File: src/rtl/mtm_test_sequencer_fsm_if.sv
// Sequencer <-> chopper bundle: descriptor copy, enable and phase
// out, command write strobe and last-command flag back in.
interface mtm_test_sequencer_fsm_if;
    logic        chop_enable;
    logic [63:0] chop_base_address;
    logic [31:0] chop_transfer_length;
    logic [23:0] chop_block_size;
    logic        chop_read_phase;
    logic        chop_fifo_write;
    logic        chop_fifo_last_command;

    modport master (
        output chop_enable,
        output chop_base_address,
        output chop_transfer_length,
        output chop_block_size,
        output chop_read_phase,
        input  chop_fifo_write,
        input  chop_fifo_last_command
    );

    modport slave (
        input  chop_enable,
        input  chop_base_address,
        input  chop_transfer_length,
        input  chop_block_size,
        input  chop_read_phase,
        output chop_fifo_write,
        output chop_fifo_last_command
    );
endinterface

File: src/rtl/mtm_test_sequencer_fsm.sv
// Memory tester sequencer: runs write/read pass loops through the chopper.
// Ports: clk/reset, go/stop + desc_*, chop bundle (master), master done
// pulses, compare_error; status busy/done/error flags and counters.
module mtm_test_sequencer_fsm #(
    parameter int LOOP_WIDTH    = 16,
    parameter int STOP_ON_ERROR = 1
) (
    input  logic                  clk,
    input  logic                  reset,
    input  logic                  go,
    input  logic                  stop,
    input  logic [63:0]           desc_base_address,
    input  logic [31:0]           desc_transfer_length,
    input  logic [23:0]           desc_block_size,
    input  logic [LOOP_WIDTH-1:0] desc_loop_count,
    mtm_test_sequencer_fsm_if.master chop,
    input  logic                  write_master_done,
    input  logic                  read_master_done,
    input  logic                  compare_error,
    output logic                  busy,
    output logic                  done,
    output logic                  error_seen,
    output logic                  config_error,
    output logic [LOOP_WIDTH-1:0] loops_completed,
    output logic [31:0]           commands_issued
);

    typedef enum logic [2:0] {
        IDLE, LOAD, WR_ISSUE, WR_DRAIN,
        RD_ISSUE, RD_DRAIN, LOOP_CHK, DONE
    } state_t;

    state_t                state;
    logic [LOOP_WIDTH-1:0] loop_count;
    logic                  stop_pending;
    logic                  wr_pend;
    logic                  rd_pend;
    logic                  last_cmd;
    logic                  loop_end;

    assign last_cmd = chop.chop_fifo_write & chop.chop_fifo_last_command;

    // Compare one bit wider so the all-ones loop count still terminates.
    assign loop_end = (loop_count != '0) &&
        (({1'b0, loops_completed} + (LOOP_WIDTH+1)'(1)) ==
         {1'b0, loop_count});

    always_ff @(posedge clk or posedge reset) begin
        if (reset) begin
            state                     <= IDLE;
            loop_count                <= '0;
            stop_pending              <= 1'b0;
            wr_pend                   <= 1'b0;
            rd_pend                   <= 1'b0;
            chop.chop_enable          <= 1'b0;
            chop.chop_base_address    <= '0;
            chop.chop_transfer_length <= '0;
            chop.chop_block_size      <= '0;
            chop.chop_read_phase      <= 1'b0;
            busy                      <= 1'b0;
            done                      <= 1'b0;
            error_seen                <= 1'b0;
            config_error              <= 1'b0;
            loops_completed           <= '0;
            commands_issued           <= '0;
        end else begin
            // Sticky bookkeeping; the go-accept clears below override it.
            if (busy && chop.chop_fifo_write)
                commands_issued <= commands_issued + 32'd1;
            if (busy && compare_error)
                error_seen <= 1'b1;
            if (busy && stop)
                stop_pending <= 1'b1;
            // A master may retire before the chopper flags its last command.
            if (state == WR_ISSUE && write_master_done)
                wr_pend <= 1'b1;
            if (state == RD_ISSUE && read_master_done)
                rd_pend <= 1'b1;

            unique case (state)
                IDLE: begin
                    if (go) begin
                        chop.chop_base_address    <= desc_base_address;
                        chop.chop_transfer_length <= desc_transfer_length;
                        chop.chop_block_size      <= desc_block_size;
                        loop_count                <= desc_loop_count;
                        commands_issued           <= '0;
                        loops_completed           <= '0;
                        error_seen                <= 1'b0;
                        config_error              <= 1'b0;
                        stop_pending              <= 1'b0;
                        wr_pend                   <= 1'b0;
                        rd_pend                   <= 1'b0;
                        busy                      <= 1'b1;
                        state                     <= LOAD;
                    end
                end
                LOAD: begin
                    if (chop.chop_transfer_length == '0 ||
                        chop.chop_block_size == '0) begin
                        config_error <= 1'b1;
                        done         <= 1'b1;
                        state        <= DONE;
                    end else begin
                        chop.chop_read_phase <= 1'b0;
                        chop.chop_enable     <= 1'b1;
                        state                <= WR_ISSUE;
                    end
                end
                WR_ISSUE: begin
                    if (last_cmd) begin
                        chop.chop_enable <= 1'b0;
                        state            <= WR_DRAIN;
                    end
                end
                WR_DRAIN: begin
                    // Enable has been low for at least this cycle.
                    if (write_master_done || wr_pend) begin
                        wr_pend              <= 1'b0;
                        chop.chop_read_phase <= 1'b1;
                        chop.chop_enable     <= 1'b1;
                        state                <= RD_ISSUE;
                    end
                end
                RD_ISSUE: begin
                    if (last_cmd) begin
                        chop.chop_enable <= 1'b0;
                        state            <= RD_DRAIN;
                    end
                end
                RD_DRAIN: begin
                    if (read_master_done || rd_pend) begin
                        rd_pend              <= 1'b0;
                        chop.chop_read_phase <= 1'b0;
                        state                <= LOOP_CHK;
                    end
                end
                LOOP_CHK: begin
                    if (loops_completed != '1)
                        loops_completed <= loops_completed + LOOP_WIDTH'(1);
                    if (stop_pending || loop_end ||
                        ((STOP_ON_ERROR != 0) && error_seen)) begin
                        done  <= 1'b1;
                        state <= DONE;
                    end else begin
                        chop.chop_enable <= 1'b1;
                        state            <= WR_ISSUE;
                    end
                end
                DONE: begin
                    done  <= 1'b0;
                    busy  <= 1'b0;
                    state <= IDLE;
                end
                default: state <= IDLE;
            endcase
        end
    end

endmodule

File: src/flat_wrapper.sv
// flat-port wrapper written by rule: the top's interface ports become plain ports
module mtm_test_sequencer_fsm_flat 
#(
    parameter int LOOP_WIDTH    = 16,
    parameter int STOP_ON_ERROR = 1
)
  (clk, reset, go, stop, desc_base_address, desc_transfer_length, desc_block_size, desc_loop_count, write_master_done, read_master_done, compare_error, busy, done, error_seen, config_error, loops_completed, commands_issued, chop_chop_enable, chop_chop_base_address, chop_chop_transfer_length, chop_chop_block_size, chop_chop_read_phase, chop_chop_fifo_write, chop_chop_fifo_last_command);
  mtm_test_sequencer_fsm_if chop_i ();
  input  logic clk;
  input  logic reset;
  input  logic go;
  input  logic stop;
  input  logic [63:0] desc_base_address;
  input  logic [31:0] desc_transfer_length;
  input  logic [23:0] desc_block_size;
  input  logic [LOOP_WIDTH-1:0] desc_loop_count;
  input  logic write_master_done;
  input  logic read_master_done;
  input  logic compare_error;
  output logic busy;
  output logic done;
  output logic error_seen;
  output logic config_error;
  output logic [LOOP_WIDTH-1:0] loops_completed;
  output logic [31:0] commands_issued;
  output wire logic [$bits(chop_i.chop_enable)-1:0] chop_chop_enable;
  output wire logic [$bits(chop_i.chop_base_address)-1:0] chop_chop_base_address;
  output wire logic [$bits(chop_i.chop_transfer_length)-1:0] chop_chop_transfer_length;
  output wire logic [$bits(chop_i.chop_block_size)-1:0] chop_chop_block_size;
  output wire logic [$bits(chop_i.chop_read_phase)-1:0] chop_chop_read_phase;
  input wire logic [$bits(chop_i.chop_fifo_write)-1:0] chop_chop_fifo_write;
  input wire logic [$bits(chop_i.chop_fifo_last_command)-1:0] chop_chop_fifo_last_command;
  assign chop_chop_enable = chop_i.chop_enable;
  assign chop_chop_base_address = chop_i.chop_base_address;
  assign chop_chop_transfer_length = chop_i.chop_transfer_length;
  assign chop_chop_block_size = chop_i.chop_block_size;
  assign chop_chop_read_phase = chop_i.chop_read_phase;
  assign chop_i.chop_fifo_write = chop_chop_fifo_write;
  assign chop_i.chop_fifo_last_command = chop_chop_fifo_last_command;
  mtm_test_sequencer_fsm #(.LOOP_WIDTH(LOOP_WIDTH), .STOP_ON_ERROR(STOP_ON_ERROR)) u_core (.clk(clk), .reset(reset), .go(go), .stop(stop), .desc_base_address(desc_base_address), .desc_transfer_length(desc_transfer_length), .desc_block_size(desc_block_size), .desc_loop_count(desc_loop_count), .chop(chop_i), .write_master_done(write_master_done), .read_master_done(read_master_done), .compare_error(compare_error), .busy(busy), .done(done), .error_seen(error_seen), .config_error(config_error), .loops_completed(loops_completed), .commands_issued(commands_issued));
endmodule
File: config.mk
export PLATFORM = sky130hd
export DESIGN_NAME = mtm_test_sequencer_fsm_flat
export DESIGN_NICKNAME = d
export VERILOG_FILES = /design/src/rtl/mtm_test_sequencer_fsm_if.sv /design/src/rtl/mtm_test_sequencer_fsm.sv /design/src/flat_wrapper.sv
export SDC_FILE = /design/constraint.sdc
export NUM_CORES = 1
export LEC_CHECK = 0
export ABC_CLOCK_PERIOD_IN_PS = 7800
export BUFFER_PORTS_ARGS = -buffer_cell sky130_fd_sc_hd__buf_2
export CORE_MARGIN = 5
export CORE_UTILIZATION = 45
export CTS_BUF_LIST = sky130_fd_sc_hd__clkbuf_8
export DETAILED_ROUTE_END_ITERATION = 6
export PLACE_DENSITY = 0.7
export RECOVER_POWER = 50
export SLEW_MARGIN = 20
export SYNTH_ARGS = -nofsm -noshare
export SYNTH_HDL_FRONTEND = slang
export SYNTH_SLANG_ARGS = --single-unit
File: constraint.sdc
create_clock -name clk -period 7.8 [get_ports clk]
set_input_delay 0.39 -clock clk [delete_from_list [all_inputs] [get_ports clk]]
set_output_delay 0.39 -clock clk [all_outputs]
set_load 0.03 [all_outputs]
==> out/qor.csv, run 1 <==
metric,value,unit
ys_top_cells_by_area,"dfrtp_1 (56%), nand2_1 (19%), xor2_1 (2.8%)",
synth_common_cells,"nand2_1 (439), dfrtp_1 (196), nor2_1 (55)",
num_io_pins,319,
holdWs,0.0921,ns
drc,0,
timing.setup.tns,0,ns
synth_top_area_frac,0.562,
antenna_found_initial,3,
numCtsBuffers,17,
yosysMostFrequentCell,nand2_1,
hold_class,in -> async,
ys_ff_latch,196,
outcome,"finished, final reports clean",
power.leakage,5.41,nW
insertion_delay,0.46,ns
fp.dieArea,22300,µm²
syn_to_final_growth,23.0,%
top_layer,met5,
async_flop_share,1.00,
htree_levels,4,
overflow,0,
grt_usage,0.215,
maxCapViolCount,0,
synth_fp_nets,1138,
crit_start,u_core.loops_completed[0],
holdBufCountCts,0,
die_w,149,µm
cts_resized,0,
die_h,149,µm
synthFlopType,dfrtp_1,
required,8.15,ns
dr.pass1.iters,4,
wl_met3,1700,µm
met2_length,11800,µm
yosysTopAreaCell,dfrtp_1,
arrival,2.99,ns
fill_cells,1907,
cts_sinks,196,
cts_buffer_depth,2,
wl_per_cell,15.4,µm
synth.distinct_cells,57,
cp_max_fo,15,
r2r-end,u_core.loops_completed[6],
period_share,0.338,
wl,24100,µm
irDropWorstVdd,0.193,mV
regToRegSetupSlack,5.16,ns
postCtsSetupBuffers,0,
finalCriticalPeriod,2.64,ns
final_max_slew_viol_count,0,
netlist_area,8730,µm²
clock_skew,0.0174,ns
synth_area_per_cell,8.81,µm²
place_congestion,0.813,
crit_path_end,u_core.loops_completed[6],
viasPerCell,4.89,
worstSetupPathType,reg -> reg,
layout-drive-gt1-share,0.173,
tightest_slew,0.912,ns
wl_met1,10100,µm
grt_max_degree,131,
initial_core_util,0.453,
slew_headroom,0.392,
initialDrtViolationCount,390,
clockRootBuffer,clkbuf_8,
grt_pass1_vias,7556,
nNetsFinal,1432,
rr_startpoint,u_core.loops_completed[0],
seq_area_frac_synth,0.562,
worstSetupEndpointType,flip-flop,
syn_inst,991,
synth_warnings,0,
r2r_cells,8,
core,19300,µm²
final-hold-violation-count,0,
fp-row-count,51,
cp-start-kind,flip-flop,
postRouteAntennaNets,0,
hpwl,17400,µm
power.density,383,nW/µm²
cts_tree,built,
clock.fmax,379,MHz
synth-edff-count,0,
clk_pin_slew,0.11,ns
setup_viol,0,
grt_first_pass_wirelength,38400,µm
io_buffers,318,
rsz0062_at_grt,false,
num_vias,7654,
kinds of logic (layout without fill, tap and decap cells):
family	Yosys count	count (layout)	share of synthesized area
muxes	1	1	0.00115
adders and majority gates	3	3	0.00401
xor gates and xnor gates	50	50	0.0502
AOI/OAI and AO/OA	81	81	0.0600
buffers and inverters	62	369	0.0275
and+or+nand+nor	598	598	0.295
DFF	196	196	0.562
other	0	2	0
cells in the final DEF (no fill, tap or decap), types with 7 or more instances in the layout:
cell type,n
nand2_1,439
dfrtp_1,196
buf_2,167
clkbuf_1,151
nor2_1,55
xor2_1,28
nand3_1,27
xnor2_1,22
o21ai_1,21
nor4_1,18
clkbuf_8,17
a21oi_1,14
inv_1,11
o21ai_0,10
nand4_1,8
and4_1,8
nor3_1,7
stage by stage:
stage,util,cells,total power [mW],cell area [µm²],setup slack (ns)
after floorplan,-,991,2.95,8730,2.07
final,0.557,1565,4.11,10700,5.16
after global routing,0.557,1564,4.40,10700,4.92
after global placement,0.546,1531,3.51,10500,5.21
after CTS,0.567,1563,4.23,10900,5.17
after detailed placement,0.546,1531,3.55,10500,5.18
worst min-delay path by stage:
stage / slack (ns) / from / to
final: 0.09 / reset / u_core.chop.chop_base_address[24]
after detailed placement: 0.46 / u_core.chop.chop_base_address[19] / u_core.chop.chop_base_address[19]
after CTS: 0.06 / desc_base_address[34] / u_core.chop.chop_base_address[34]
after global routing: 0.07 / desc_base_address[34] / u_core.chop.chop_base_address[34]
after floorplan: 0.45 / u_core.stop_pending / u_core.stop_pending
after global placement: 0.45 / u_core.chop.chop_base_address[24] / u_core.chop.chop_base_address[24]
worst max-delay path, stage by stage, from the launching register on:
cell and delay [ns]:
dfrtp_1 0.53, ha_1 0.34, nand3_4 0.19, nor2_1 0.21, nand3_1 0.10, nand2_1 0.40
and2_1 0.54, o21ai_1 0.14, o41ai_1 0.08
final cells by class:
| type | count | area (µm²) | share of cell area |
|---|---|---|---|
| inverters | 14 | 60.1 | 0.00559 |
| clock inverters | 15 | 173 | 0.0161 |
| flip-flops and latches | 196 | 4900 | 0.457 |
| clock buffers | 17 | 234 | 0.0218 |
| well taps | 265 | 332 | 0.0309 |
| repair buffers | 323 | 1440 | 0.134 |
| diodes | 2 | 5.00 | 0.000466 |
| multi-input cells | 733 | 3590 | 0.334 |
sequential cells by signal (all words and copies together) (netlist names), 3 cells and up:
name,cells
u_core.commands_issued,32
u_core.chop.chop_block_size,24
u_core.chop.chop_transfer_length,32
u_core.loop_count,16
u_core.chop.chop_base_address,64
u_core.loops_completed,16
u_core.state,3
metal layers:
layer | vias up | track usage
met3 | 34 | 0.0638
met4 | 2 | 0.0709
met1 | 3572 | 0.279
met5 | - | 0
met2 | 232 | 0.348
li1 | 3814 | -
power by group:
group / total [mW] / switching [mW] / internal, mW
logic: 1.72 / 1.27 / 0.451
registers: 1.72 / 0.332 / 1.39
clock network: 0.676 / 0.381 / 0.295
total: 4.11 / 1.98 / 2.13
Note: power is estimated with default switching activity, not from simulation.
==> inputs of run 2 (changes only) <==
ABC_AREA = 1   (was not set)
ABC_CLOCK_PERIOD_IN_PS = 2200   (was 7800)
PLACE_DENSITY = 0.72   (was 0.7)
clock period = 2.2 ns   (was 7.8 ns; I/O delays follow)
==> run 2 against run 1 <==
Sequential share of layout area fell by 7.2 points. Count of clock-buffer cells in the layout unchanged. Flip-flop and latch count unchanged. Sequential power increased to 3.6 times the previous value. Via count rose by 22%. Fmax rose by 31%. Critical path depth increased by 7. Register-to-register slack worse by 5.0 ns. Worst setup slack got worse by 5.0 ns. Critical endpoint is now u_core.chop.chop_enable.
==> out/qor.csv, run 2 <==
metric,value,unit
outcome,"finished, final reports clean",
clock_skew,0.0257,ns
synth_area_per_cell,7.95,µm²
cp_top_family,simple AND/OR/NAND/NOR gates,
swShare,0.508,
worstSetupEndpointType,flip-flop,
syn_to_final_growth,39.9,%
yosysTopAreaCell,dfrtp_1,
num_io_pins,319,
overflow,0,
dp_slack,0.227,ns
grt_pass1_vias,9557,
synth_top_family_by_area,simple AND/OR/NAND/NOR gates,
postCtsSetupBuffers,0,
slew_headroom,0.371,
finalCriticalPeriod,2.01,ns
yosys.area_share.simple,0.317,
fp-row-count,52,
final_common_cell,nand2_1,
grt_max_degree,71,
synth_warnings,0,
viasPerCell,4.97,
clk_pin_slew,0.11,ns
final_cells,1886,
core,20100,µm²
async_flop_share,1.00,
die_h,152,µm
synth-edff-count,0,
cts_tree,built,
place_congestion,0.920,
power.leakage,6.39,nW
crit_path_frequent_cell,nand2_1,
finalPower,16.3,mW
placed_area,11100,µm²
synth_common_cells,"nand2_1 (462), dfrtp_1 (196), inv_1 (104)",
tightest_slew,0.943,ns
top_layer,met4,
htree_levels,4,
cp_slowest_cell,dfrtp_1,
critical_path_buf_inv_count,1,
nNetsFinal,1749,
hold_class,in -> reg,
synth_compound_area_frac,0.0588,
netlist_area,9110,µm²
wl,30300,µm
drc,0,
met2_length,15200,µm
num_vias,9367,
yosysMostFrequentCell,nand2_1,
arrival,2.38,ns
wl_met3,2210,µm
layout_common_cells,"nand2_1 (460), dfrtp_1 (194), buf_2 (189), dlygate4sd3_1 (139), clkbuf_1 (130)",
final-hold-violation-count,0,
synth.distinct_cells,34,
layout-drive-gt1-share,0.177,
fp.dieArea,23200,µm²
ys_ff_latch,196,
initialDrtViolationCount,460,
numCtsBuffers,17,
synth-adder-area-share,0.00275,
syn_inst,1146,
clock.fmax,496,MHz
cp-start-kind,flip-flop,
wl_per_cell,16.1,µm
final_max_slew_viol_count,0,
synth-xor-area-share,0.0188,
cp_cell_sequence,"nand2_1, nor2_4, nand2_4, inv_2, nand2_1, nand2_1, nand3_1, nand2_1, nand2_1, nor2_1, nand2_1, nand2_2, nand2_2, nand3_1, nand2_1",
period_share,0.916,
antenna_found_initial,1,
p_clk_frac,0.144,
grt_usage,0.258,
postRouteAntennaNets,0,
synth_top_area_frac,0.538,
pwr-share-seq,0.378,
grt_first_pass_wirelength,49200,µm
setup_viol,0,
seq_area_frac_synth,0.538,
synthFlopType,dfrtp_1,
dp.cells,1712,
fin_ws,0.185,ns
required,2.56,ns
dr.pass1.iters,5,
die_w,152,µm
synth_fp_nets,1293,
cp_max_fo,7,
wl_met1,11900,µm
insertion_delay,0.48,ns
io_buffers,318,
synth.area.mux_share,0,
largest_reg_flops,64,
cts_sinks,196,
internal-power,8.04,mW
regMostFlops,u_core.chop.chop_base_address,
maxCapViolCount,0,
ys_top_cells_by_area,"dfrtp_1 (54%), nand2_1 (19%), inv_1 (4.3%)",
design_area,12700,µm²
critical-path-max-stage-delay,0.48,ns
worstSetupPathType,reg -> reg,
reg_top3,"u_core.chop.chop_base_address: 64 flops, u_core.chop.chop_transfer_length: 32 flops, u_core.commands_issued: 32 flops",
power.density,1280,nW/µm²
cts_buffer_depth,2,
power.switching,8.29,mW
initial_core_util,0.453,
clockRootBuffer,clkbuf_8,
irDropWorstVdd,0.799,mV
power_frac_comb,0.478,
hpwl,20300,µm
## run 2: changes by cell type in the layout (fill, tap and decap cells not counted), moves of 19 or more
cell and change:
buf_2 +22, clkbuf_1 -21, dlygate4sd3_1 +139, inv_1 +93, nand2_1 +21, nand3_1 +27
nor2_1 +29, o21ai_0 +53, o21ai_1 -19, xor2_1 -19
## run 2: kinds of logic after synthesis
| logic type | count (synthesis) |
|---|---|
| AO/OA/AOI/OAI | 101 |
| buffers and inverters | 147 |
| adder cells (fa/ha/maj) | 2 |
| XOR/XNOR | 18 |
| flip-flops | 196 |
| AND/OR/NAND/NOR | 682 |
## run 2: stage by stage
stage	util	hold slack, ns	TNS (ns)
after floorplan	-	0.220	-86.71
after global placement	0.551	0.148	0
after detailed placement	0.551	0.150	0
after CTS	0.640	0.0160	0
after global routing	0.634	0.0333	-0.0110
final	0.634	0.0391	0
## run 2: repair_timing
item / 4_1_cts / 5_1_grt
gates resized for setup: 0 / 13
endpoints found under the setup margin: 0 / 6
hold buffers: 139 / 0
hold endpoints to repair: 154 / 0
## run 2: path summary, 6_finish.rpt
check	start	slack [ns]	depth (start not counted)	end
max	u_core.loops_completed[4]	0.19	15	u_core.chop.chop_enable
min	write_master_done	0.04	4	u_core.wr_pend
max reg2reg	u_core.loops_completed[4]	0.19	15	u_core.chop.chop_enable
min reg2reg	u_core.chop.chop_base_address[29]	0.49	2	u_core.chop.chop_base_address[29]
max in group asynchronous	reset	0.47	4	u_core.commands_issued[5]
min in group asynchronous	reset	0.29	3	u_core.chop.chop_block_size[13]
## run 2: layer usage
layer / track usage / up-vias
met5: 0 / -
met4: 0.0848 / 0
met3: 0.0631 / 66
met2: 0.445 / 401
met1: 0.320 / 4396
li1: - / 4504
## run 2: layout make-up
class                      count  area [µm²]
timing repair buffer         473        3000
antenna                        1        2.50
clock inverter                15         168
clock buffer                  17         234
fill                        1694        7360
sequential                   196        4910
inverter                     109         415
multi-input combinational    805        3680
tap                          270         338
## run 2: power by group through the flow
| stage | Clock (mW) | Sequential, mW | Combinational [mW] |
|---|---|---|---|
| 6_report | 2.35 | 6.17 | 7.80 |
| 3_3_place_gp | 0 | 6.10 | 7.68 |
| 4_1_cts | 2.41 | 6.07 | 7.98 |
| 2_1_floorplan | 0 | 8.35 | 2.94 |
| 5_1_grt | 2.53 | 6.35 | 8.55 |
| 3_5_place_dp | 0 | 6.09 | 7.81 |
## run 2: worst register-to-register path: stages (launching register included)
cell and delay [ns]:
dfrtp_1 0.48, nand2_1 0.21, nor2_4 0.24, nand2_4 0.07, inv_2 0.07, nand2_1 0.07
nand2_1 0.09, nand3_1 0.07, nand2_1 0.07, nand2_1 0.06, nor2_1 0.11, nand2_1 0.09
nand2_2 0.08, nand2_2 0.07, nand3_1 0.08, nand2_1 0.05
